### config.mk
export PLATFORM = sky130hd
export DESIGN_NAME = marquee_scan_driver
export DESIGN_NICKNAME = d
export VERILOG_FILES = /design/src/rtl/marquee_pkg.sv /design/src/rtl/tick_divider.sv /design/src/rtl/marquee_scan_driver.sv
export SDC_FILE = /design/constraint.sdc
export NUM_CORES = 1
export LEC_CHECK = 0
export ABC_CLOCK_PERIOD_IN_PS = 6500
export CAP_MARGIN = 40
export CORE_UTILIZATION = 49
export CTS_BUF_LIST = sky130_fd_sc_hd__clkbuf_8
export DETAILED_ROUTE_END_ITERATION = 10
export PLACE_DENSITY = 0.66
export SETUP_SLACK_MARGIN = 0.5
export SLEW_MARGIN = 15
export SYNTH_ARGS = -nofsm -noshare
export SYNTH_HDL_FRONTEND = slang
export SYNTH_SLANG_ARGS = --single-unit
### constraint.sdc
create_clock -name CLK -period 6.5 [get_ports CLK]
set_input_delay 1.3 -clock CLK [delete_from_list [all_inputs] [get_ports CLK]]
set_output_delay 1.3 -clock CLK [all_outputs]
set_load 0.005 [all_outputs]
### src/rtl/marquee_pkg.sv
// Shared definitions for the marquee scan driver: run-time mode encoding.
package marquee_pkg;

    typedef logic [1:0] mode_t;

    localparam mode_t MODE_STATIC   = 2'b00;
    localparam mode_t MODE_SCROLL_L = 2'b01;
    localparam mode_t MODE_SCROLL_R = 2'b10;
    localparam mode_t MODE_BLINK    = 2'b11;

endpackage

### src/rtl/tick_divider.sv
// Free-running modulo-DIV counter advancing on enable; tick marks the enabled terminal-count cycle.
module tick_divider #(
    parameter int DIV = 2
) (
    input  logic clk,
    input  logic srst,
    input  logic enable,
    output logic tick
);

    localparam int CW = (DIV > 1) ? $clog2(DIV) : 1;
    localparam logic [CW-1:0] LAST = CW'(DIV - 1);

    logic [CW-1:0] cnt_reg;

    // Combinational so the consumer acts on the same edge the counter wraps.
    assign tick = enable && (cnt_reg == LAST);

    always_ff @(posedge clk) begin
        if (srst) begin
            cnt_reg <= '0;
        end else if (enable) begin
            if (cnt_reg == LAST) begin
                cnt_reg <= '0;
            end else begin
                cnt_reg <= cnt_reg + 1'b1;
            end
        end
    end

endmodule

### src/rtl/marquee_scan_driver.sv
// Row-multiplexed LED matrix driver showing a COLS-wide window of a wider message buffer,
// with static, scroll-left, scroll-right and blink modes plus a host column-write port.
module marquee_scan_driver
    import marquee_pkg::*;
#(
    parameter int ROWS     = 5,
    parameter int COLS     = 7,
    parameter int MSG_COLS = 16,
    parameter int SCAN_DIV = 1000,
    parameter int STEP_DIV = 50
) (
    input  logic                        CLK,
    input  logic                        RST,
    input  mode_t                       mode,
    input  logic                        wr_en,
    input  logic [$clog2(MSG_COLS)-1:0] wr_addr,
    input  logic [ROWS-1:0]             wr_data,
    output logic [ROWS-1:0]             L,
    output logic [COLS-1:0]             C,
    output logic                        frame_tick,
    output logic [$clog2(MSG_COLS)-1:0] offset
);

    localparam int AW = $clog2(MSG_COLS);
    localparam int RW = (ROWS > 1) ? $clog2(ROWS) : 1;
    localparam logic [RW-1:0] ROW_LAST = RW'(ROWS - 1);
    localparam logic [AW-1:0] OFF_LAST = AW'(MSG_COLS - 1);
    localparam logic [AW:0]   MSG_LEN  = (AW + 1)'(MSG_COLS);

    logic                scan_tick;
    logic                step_tick;
    logic [RW-1:0]       row_reg;
    logic                frame_tick_reg;
    logic [AW-1:0]       offset_reg;
    logic                blank_reg;
    logic [ROWS-1:0]     l_reg;
    logic [COLS-1:0]     c_reg;
    logic [ROWS-1:0]     l_next;
    logic [COLS-1:0]     c_next;
    logic [ROWS-1:0]     col_buf_reg [MSG_COLS];

    tick_divider #(
        .DIV(SCAN_DIV)
    ) u_scan_div (
        .clk   (CLK),
        .srst  (RST),
        .enable(1'b1),
        .tick  (scan_tick)
    );

    // Counts whole frames; its tick is the step event for scroll and blink.
    tick_divider #(
        .DIV(STEP_DIV)
    ) u_step_div (
        .clk   (CLK),
        .srst  (RST),
        .enable(frame_tick_reg),
        .tick  (step_tick)
    );

    // Addresses beyond MSG_COLS-1 match no column and are dropped.
    always_ff @(posedge CLK) begin
        if (RST) begin
            for (int i = 0; i < MSG_COLS; i++) begin
                col_buf_reg[i] <= '0;
            end
        end else begin
            for (int i = 0; i < MSG_COLS; i++) begin
                if (wr_en && (wr_addr == AW'(i))) begin
                    col_buf_reg[i] <= wr_data;
                end
            end
        end
    end

    // Visible column j shows buffer column (offset + j) mod MSG_COLS; one subtract
    // suffices since offset < MSG_COLS and j < COLS <= MSG_COLS.
    genvar gi;
    generate
        for (gi = 0; gi < COLS; gi++) begin : g_vis
            logic [AW:0]     sum;
            logic [AW-1:0]   idx;
            logic [ROWS-1:0] col_bits;

            assign sum      = {1'b0, offset_reg} + (AW + 1)'(gi);
            assign idx      = AW'((sum >= MSG_LEN) ? (sum - MSG_LEN) : sum);
            assign col_bits = col_buf_reg[idx];
            assign c_next[gi] = ~blank_reg & col_bits[row_reg];
        end
    endgenerate

    assign l_next = ROWS'(1) << row_reg;

    always_ff @(posedge CLK) begin
        if (RST) begin
            row_reg        <= '0;
            frame_tick_reg <= 1'b0;
            offset_reg     <= '0;
            blank_reg      <= 1'b0;
            l_reg          <= '0;
            c_reg          <= '0;
        end else begin
            frame_tick_reg <= scan_tick && (row_reg == ROW_LAST);

            if (scan_tick) begin
                row_reg <= (row_reg == ROW_LAST) ? '0 : row_reg + 1'b1;
            end

            if (step_tick) begin
                case (mode)
                    MODE_SCROLL_L: offset_reg <= (offset_reg == OFF_LAST) ? '0 : offset_reg + 1'b1;
                    MODE_SCROLL_R: offset_reg <= (offset_reg == '0) ? OFF_LAST : offset_reg - 1'b1;
                    default:       offset_reg <= offset_reg;
                endcase
            end

            if (mode != MODE_BLINK) begin
                blank_reg <= 1'b0;
            end else if (step_tick) begin
                blank_reg <= ~blank_reg;
            end

            l_reg <= l_next;
            c_reg <= c_next;
        end
    end

    assign L          = l_reg;
    assign C          = c_reg;
    assign frame_tick = frame_tick_reg;
    assign offset     = offset_reg;

endmodule

# Word level (Yosys, flattened, before mapping)
# Memory sizes are Yosys's and may differ from the RTL's.
# Index checks and enable logic that the tools add are counted.
# Widths: inputs -> output; s select.
[word_totals]
mem_bits_ro = 0
mem_bits_rw = 80
mem_count = 1
latch_bits = 0
regBits = 37
wordCells = 198
[op_classes]
n_shift = 1
reduce_logical = 24
mux = 92
add_sub_neg = 18
n_lt_le_gt_ge = 8
n_div = 0
eq_ne = 22
bitwise = 24
n_mul = 0
[mem_list]
columns = ["name", "depth", "width", "rd", "rd_ports_with_merged_regs", "write_ports", "line_no", "rtl"]
rows = [
  ["col_buf_reg", 16, 5, 7, 0, 16, "marquee_scan_driver.sv:40", "logic [ROWS-1:0] col_buf_reg [MSG_COLS];"],
]
[op_table]
columns = ["operator", "n"]
rows = [
  ["$mux 5", 16],
  ["$mux 1", 57],
  ["$eq 4x4->1 const B", 9],
  ["$mux 4", 9],
  ["$sub 4x1->4 const B", 8],
  ["$ge 5x5->1 const B", 6],
  ["$bmux 1 s3", 7],
  ["$logic_and 1x1->1", 18],
  ["$eq 4x3->1 const B", 4],
  ["$or 1x1->1", 16],
  ["$add 4x3->5 const B", 3],
  ["$add 10x1->10 const B", 1],
  ["$add 4x2->5 const B", 2],
  ["$eq 10x10->1 const B", 1],
  ["$eq 4x2->1 const B", 2],
  ["$logic_not 4->1", 2],
  ["$pmux 4 s2", 1],
  ["$and 1x1->1", 7],
  ["$add 6x1->6 const B", 1],
  ["$eq 6x6->1 const B", 1],
  ["$mux 6", 1],
  ["$add 4x1->5 const B", 1],
  ["$ge 4x5->1 const B", 1],
  ["$shl 1x3->5 const A", 1],
  ["other kinds (13)", 14],
]

# Logic depth before layout (Yosys ltp)
# An unclocked memory read counts as a cell.
[depth]
depth_word = 7
depth_mapped = 14
ltp_nobuf = 8

# By module
# From an unflattened synthesis, not the netlist that was laid out.
[hier_totals]
hier_cells = 645
area_unflattened_um2 = 8425.6
[by_module_without_submodules]
columns = ["mod", "cells_each", "seq_area_each_um2", "area_per_inst_um2", "n_inst"]
rows = [
  ["marquee_scan_driver", 559, 2902.8, 7601.0, 1],
  ["tick_divider at u_scan_div", 55, 200.2, 520.5, 1],
  ["tick_divider at u_step_div", 31, 120.1, 304.0, 1],
]

# Least setup slack after synthesis
# OpenSTA, ideal clock, no wires.
[synth_path]
kind = "register -> register"
from = "register offset_reg[1] (netlist: offset[1])"
to = "register c_reg[3] (netlist: C[3])"
setup_time_ns = 0.120
required_ns = 6.380
path_stages_with_launch = 12
slack_ns = 3.158
t_arrival_ns = 3.223
synth_period_minus_slack_ns = 3.342
path_cell_list = "dfxtp_1 clkbuf_1 buf_2 inv_1 ha_1 buf_2 buf_4 buf_2 mux4_2 mux4_2 and2_1 a211o_1"
[synth_between]
elab_chain_len = 7
word_cells_on_any_way = 8
[synth_rtl]
columns = ["element", "line_no", "rtl"]
rows = [
  ["start, declared", "marquee_scan_driver.sv:34", "logic [AW-1:0] offset_reg;"],
  ["start signal, assigned", "marquee_scan_driver.sv:111", "MODE_SCROLL_L: offset_reg <= (offset_reg == OFF_LAST) ? '0 : offset_reg + 1'b1;"],
  ["start signal, assigned", "marquee_scan_driver.sv:112", "MODE_SCROLL_R: offset_reg <= (offset_reg == '0) ? OFF_LAST : offset_reg - 1'b1;"],
  ["start signal, assigned", "marquee_scan_driver.sv:113", "default: offset_reg <= offset_reg;"],
  ["$add 4x2->5 (*)", "marquee_scan_driver.sv:85", "assign sum = {1'b0, offset_reg} + (AW + 1)'(gi);"],
  ["$sub 4x1->4 or $ge 5x5->1 (tied branches)", "marquee_scan_driver.sv:86", "assign idx = AW'((sum >= MSG_LEN) ? (sum - MSG_LEN) : sum);"],
  ["$mux 4 (*)", "marquee_scan_driver.sv:86", ""],
  ["$mem_v2 16x5 (*)", "n/a", ""],
  ["$bmux 1 s3 (*)", "marquee_scan_driver.sv:88", "assign c_next[gi] = ~blank_reg & col_bits[row_reg];"],
  ["$mux 1 (not written as such) (*)", "marquee_scan_driver.sv:88", ""],
  ["$and 1x1->1 (*)", "marquee_scan_driver.sv:88", ""],
  ["end signal, assigned", "marquee_scan_driver.sv:124", "c_reg <= c_next;"],
  ["end, declared", "marquee_scan_driver.sv:37", "logic [COLS-1:0] c_reg;"],
]
# Mark *: on every way between the ends. The rest lies on a longest branch, timed or not. The select of a mux whose other input is x is not followed.
# A chain may end at the register's enable or synchronous reset.

# Final worst setup path
# Same ends and word-level chain as after synthesis.

==> impl_metrics.env <==
export IMPL_grt_pass1_wl_um=36300
export IMPL_drt_iter0_drc=759
export IMPL_area_delta_synth_final_pct=9.79
export IMPL_cts_resized=0
export IMPL_die_y_um=133
export IMPL_cts_sinks=121
export IMPL_hold_viol=0
export IMPL_status="completed"
export IMPL_fin_nets=667
export IMPL_dr_pass1_iters=5
export IMPL_whs_endpoint="u_scan_div.cnt_reg[0]$_SDFF_PP0_"
export IMPL_dpl_hpwl_um=16900
export IMPL_pwr_share_comb_pct=9.7
export IMPL_hold_depth=1
export IMPL_clkLatencyLatePin_ns=0.46
export IMPL_max_slew_margin_pct=38.4
export IMPL_grt_pass1_vias=5903
export IMPL_endpoint_kind="flop"
export IMPL_switching_share_pct=27.2
export IMPL_rr_startpoint="offset[1]$_SDFFE_PP0P_"
export IMPL_hold_buffers=0
export IMPL_cts_inserted_buffers=17
export IMPL_drc=0
export IMPL_post_cts_buffers=0
export IMPL_path_buf_inv=2
export IMPL_cts_root_buf="clkbuf_8"
export IMPL_ys_seq_area_share_pct=38.4
export IMPL_hp_start="u_scan_div.cnt_reg[0]$_SDFF_PP0_"
export IMPL_crit_fanout=36
export IMPL_largest_reg_flops=80
export IMPL_min_path_type="flop to flop"
export IMPL_fmax_mhz=281
export IMPL_layout_drive_gt1_share_pct=22.8
export IMPL_grt_max_degree=56
export IMPL_crit_type="flop to flop"
export IMPL_ys_types=55
export IMPL_ys_dominant_reg_cell="edfxtp_1"
export IMPL_p_int_w=0.00126
export IMPL_holdWs_ns=0.443
export IMPL_cpPeakStageDelay_ns=0.65
export IMPL_rsz0062_at_grt="no"
export IMPL_synth_edf_count=80
export IMPL_finClkSkew_ns=0.0128
export IMPL_gr_total_overflow=0
export IMPL_cpMaxStageDelayCell="xor2_4"
export IMPL_coreArea_um2=16600
export IMPL_cts_tree="built"
export IMPL_ant_nets=0
export IMPL_p_switching_w=0.000471
export IMPL_start_kind="flop"
export IMPL_p_clk_share_pct=36.7
export IMPL_antenna_cells=0
export IMPL_reg2regPathDepth=9
export IMPL_tns_ns=0
export IMPL_routed_wl_um=23600
export IMPL_htreeDepth=4
export IMPL_syn_nets=653
export IMPL_via_per_inst=7.06
export IMPL_r2r_slack_ns=2.94
export IMPL_synth_area_um2=8390
export IMPL_yosysWarnings=0
export IMPL_antenna_found_initial=0
export IMPL_grt_usage_pct=28.2
export IMPL_ys_ff_latch=121
export IMPL_vdd_drop_max_mv=0.153
export IMPL_wl_per_cell_um=27.2
export IMPL_fp_dieW_um=133
export IMPL_p_seq_share_pct=53.7
export IMPL_r2r_end="C[3]$_SDFF_PP0_"
export IMPL_p_per_area_nw_per_um2=188
export IMPL_leakage_nw=3.05
export IMPL_async_flop_share_pct=0
export IMPL_worstPathCellList="buf_12, inv_1, ha_2, xor2_4, mux4_2, and2_1, a2111oi_2, a311oi_1, a211o_1"
export IMPL_ios=31
export IMPL_clkTransAtPathRegs_ns=0.08
export IMPL_worstPathArrival_ns=3.92
export IMPL_fin_ws_ns=2.94
export IMPL_syn_area_per_cell_um2=13.5
export IMPL_finalSetupViolCount=0
export IMPL_worst_pin_slew_ns=0.923
export IMPL_via_count=6125
export IMPL_initial_core_util_pct=50.4
export IMPL_min_period_ns=3.56
export IMPL_cap_viol_max_count=0
export IMPL_post_route_period_util_pct=54.8
export IMPL_dieArea_um2=17600
export IMPL_routabilityCongestion=0.929
export IMPL_final_max_slew_viol_count=0
export IMPL_crit_family="compound AO/OA/AOI/OAI gates"
export IMPL_port_buffers=30
export IMPL_clock_path_buffers=2
export IMPL_cp_required_ns=6.86
export IMPL_post_place_ws_ns=2.99
export IMPL_syn_inst=622
export IMPL_rows=47
[how the worst max path moves through the flow]
| stage | start | end | slack [ns] | cells past startpoint |
|---|---|---|---|---|
| 6_report | offset[1]$_SDFFE_PP0P_ | C[3]$_SDFF_PP0_ | 2.94 | 9 |
| 5_1_grt | offset[1]$_SDFFE_PP0P_ | C[3]$_SDFF_PP0_ | 2.81 | 9 |
| 4_1_cts | offset[1]$_SDFFE_PP0P_ | C[3]$_SDFF_PP0_ | 2.98 | 9 |
| 3_5_place_dp | offset[1]$_SDFFE_PP0P_ | C[3]$_SDFF_PP0_ | 2.99 | 9 |
| 3_3_place_gp | offset[1]$_SDFFE_PP0P_ | C[5]$_SDFF_PP0_ | 2.29 | 7 |
| 2_1_floorplan | offset[1]$_SDFFE_PP0P_ | C[3]$_SDFF_PP0_ | 3.16 | 11 |
[logic make-up after synthesis]
kind of cell               after synthesis  synth area share (%)
AOI/OAI and AO/OA                       55                  4.72
adders and majority gates               17                  2.54
xor gates and xnor gates                22                  2.79
and+or+nand+nor                        198                  10.9
buffers and inverters                   63                  3.77
muxes                                  146                  36.9
DFF                                    121                  38.4
[through the flow]
| stage | power [W] | util, % | instance area [µm²] | instances |
|---|---|---|---|---|
| after floorplan | 0.00103 | - | 8390 | 622 |
| after CTS | 0.00173 | 55.3 | 9210 | 868 |
| after global routing | 0.00178 | 55.3 | 9210 | 868 |
| after detailed placement | 0.00111 | 53.2 | 8850 | 837 |
| after global placement | 0.00110 | 52.6 | 8760 | 832 |
| final | 0.00173 | 55.3 | 9210 | 868 |
[layout make-up]
type,count,area (µm²)
inverters,18,67.6
repair buffers,40,428
well taps,220,275
clock buffers,17,234
clock inverters,14,125
fillers,1322,7440
flip-flops and latches,121,3230
multi-input cells,438,4850
[power by group through the flow]
stage	Combinational [W]	Clock (W)	Sequential, W
CTS	0.000166	0.000644	0.000924
floorplan	0.000120	0	0.000906
global route	0.000178	0.000674	0.000931
detailed placement	0.000166	0	0.000941
finish	0.000167	0.000635	0.000929
global placement	0.000161	0	0.000941
[layer usage]
layer	share of wire, %	global-route usage (%)	vias up
met2	47	42.8	422
li1	-	-	2510
met1	39	38.4	3118
met4	3.9	13.6	0
met5	0	0	-
met3	10	6.67	75
[synth_stat cells (9+ instances only)]
library cell | n | area share [%]
clkbuf_1 | 21 | 0.94
nand2_1 | 41 | 1.8
edfxtp_1 | 80 | 29
inv_1 | 15 | 0.67
buf_2 | 15 | 0.90
nor2_1 | 87 | 3.9
nand2b_1 | 17 | 1.3
mux4_2 | 95 | 26
ha_1 | 17 | 2.5
mux2i_1 | 23 | 2.7
dfxtp_1 | 41 | 9.8
mux4_1 | 27 | 8.5
xnor2_1 | 14 | 1.5
nand3_1 | 10 | 0.60
nor2b_1 | 9 | 0.67
a21oi_1 | 12 | 0.72
[cells in the final DEF (no fill, tap or decap), types with 6 or more instances in the layout]
master,Yosys,layout
mux4_1,27,27
nand4_1,6,6
and2_1,6,6
nand2b_1,17,17
nand2_1,41,41
a21oi_1,12,12
ha_1,17,16
a2111oi_0,6,6
o21ai_0,6,6
edfxtp_1,80,80
xnor2_1,14,14
nand3_1,10,10
o21bai_1,6,6
nor2b_1,9,9
inv_1,15,16
clkbuf_8,0,17
clkdlybuf4s50_1,0,30
buf_4,4,6
mux2i_1,23,23
dfxtp_1,41,39
mux4_2,95,95
nor2_1,87,87
Note: power is estimated with default switching activity, not from simulation.
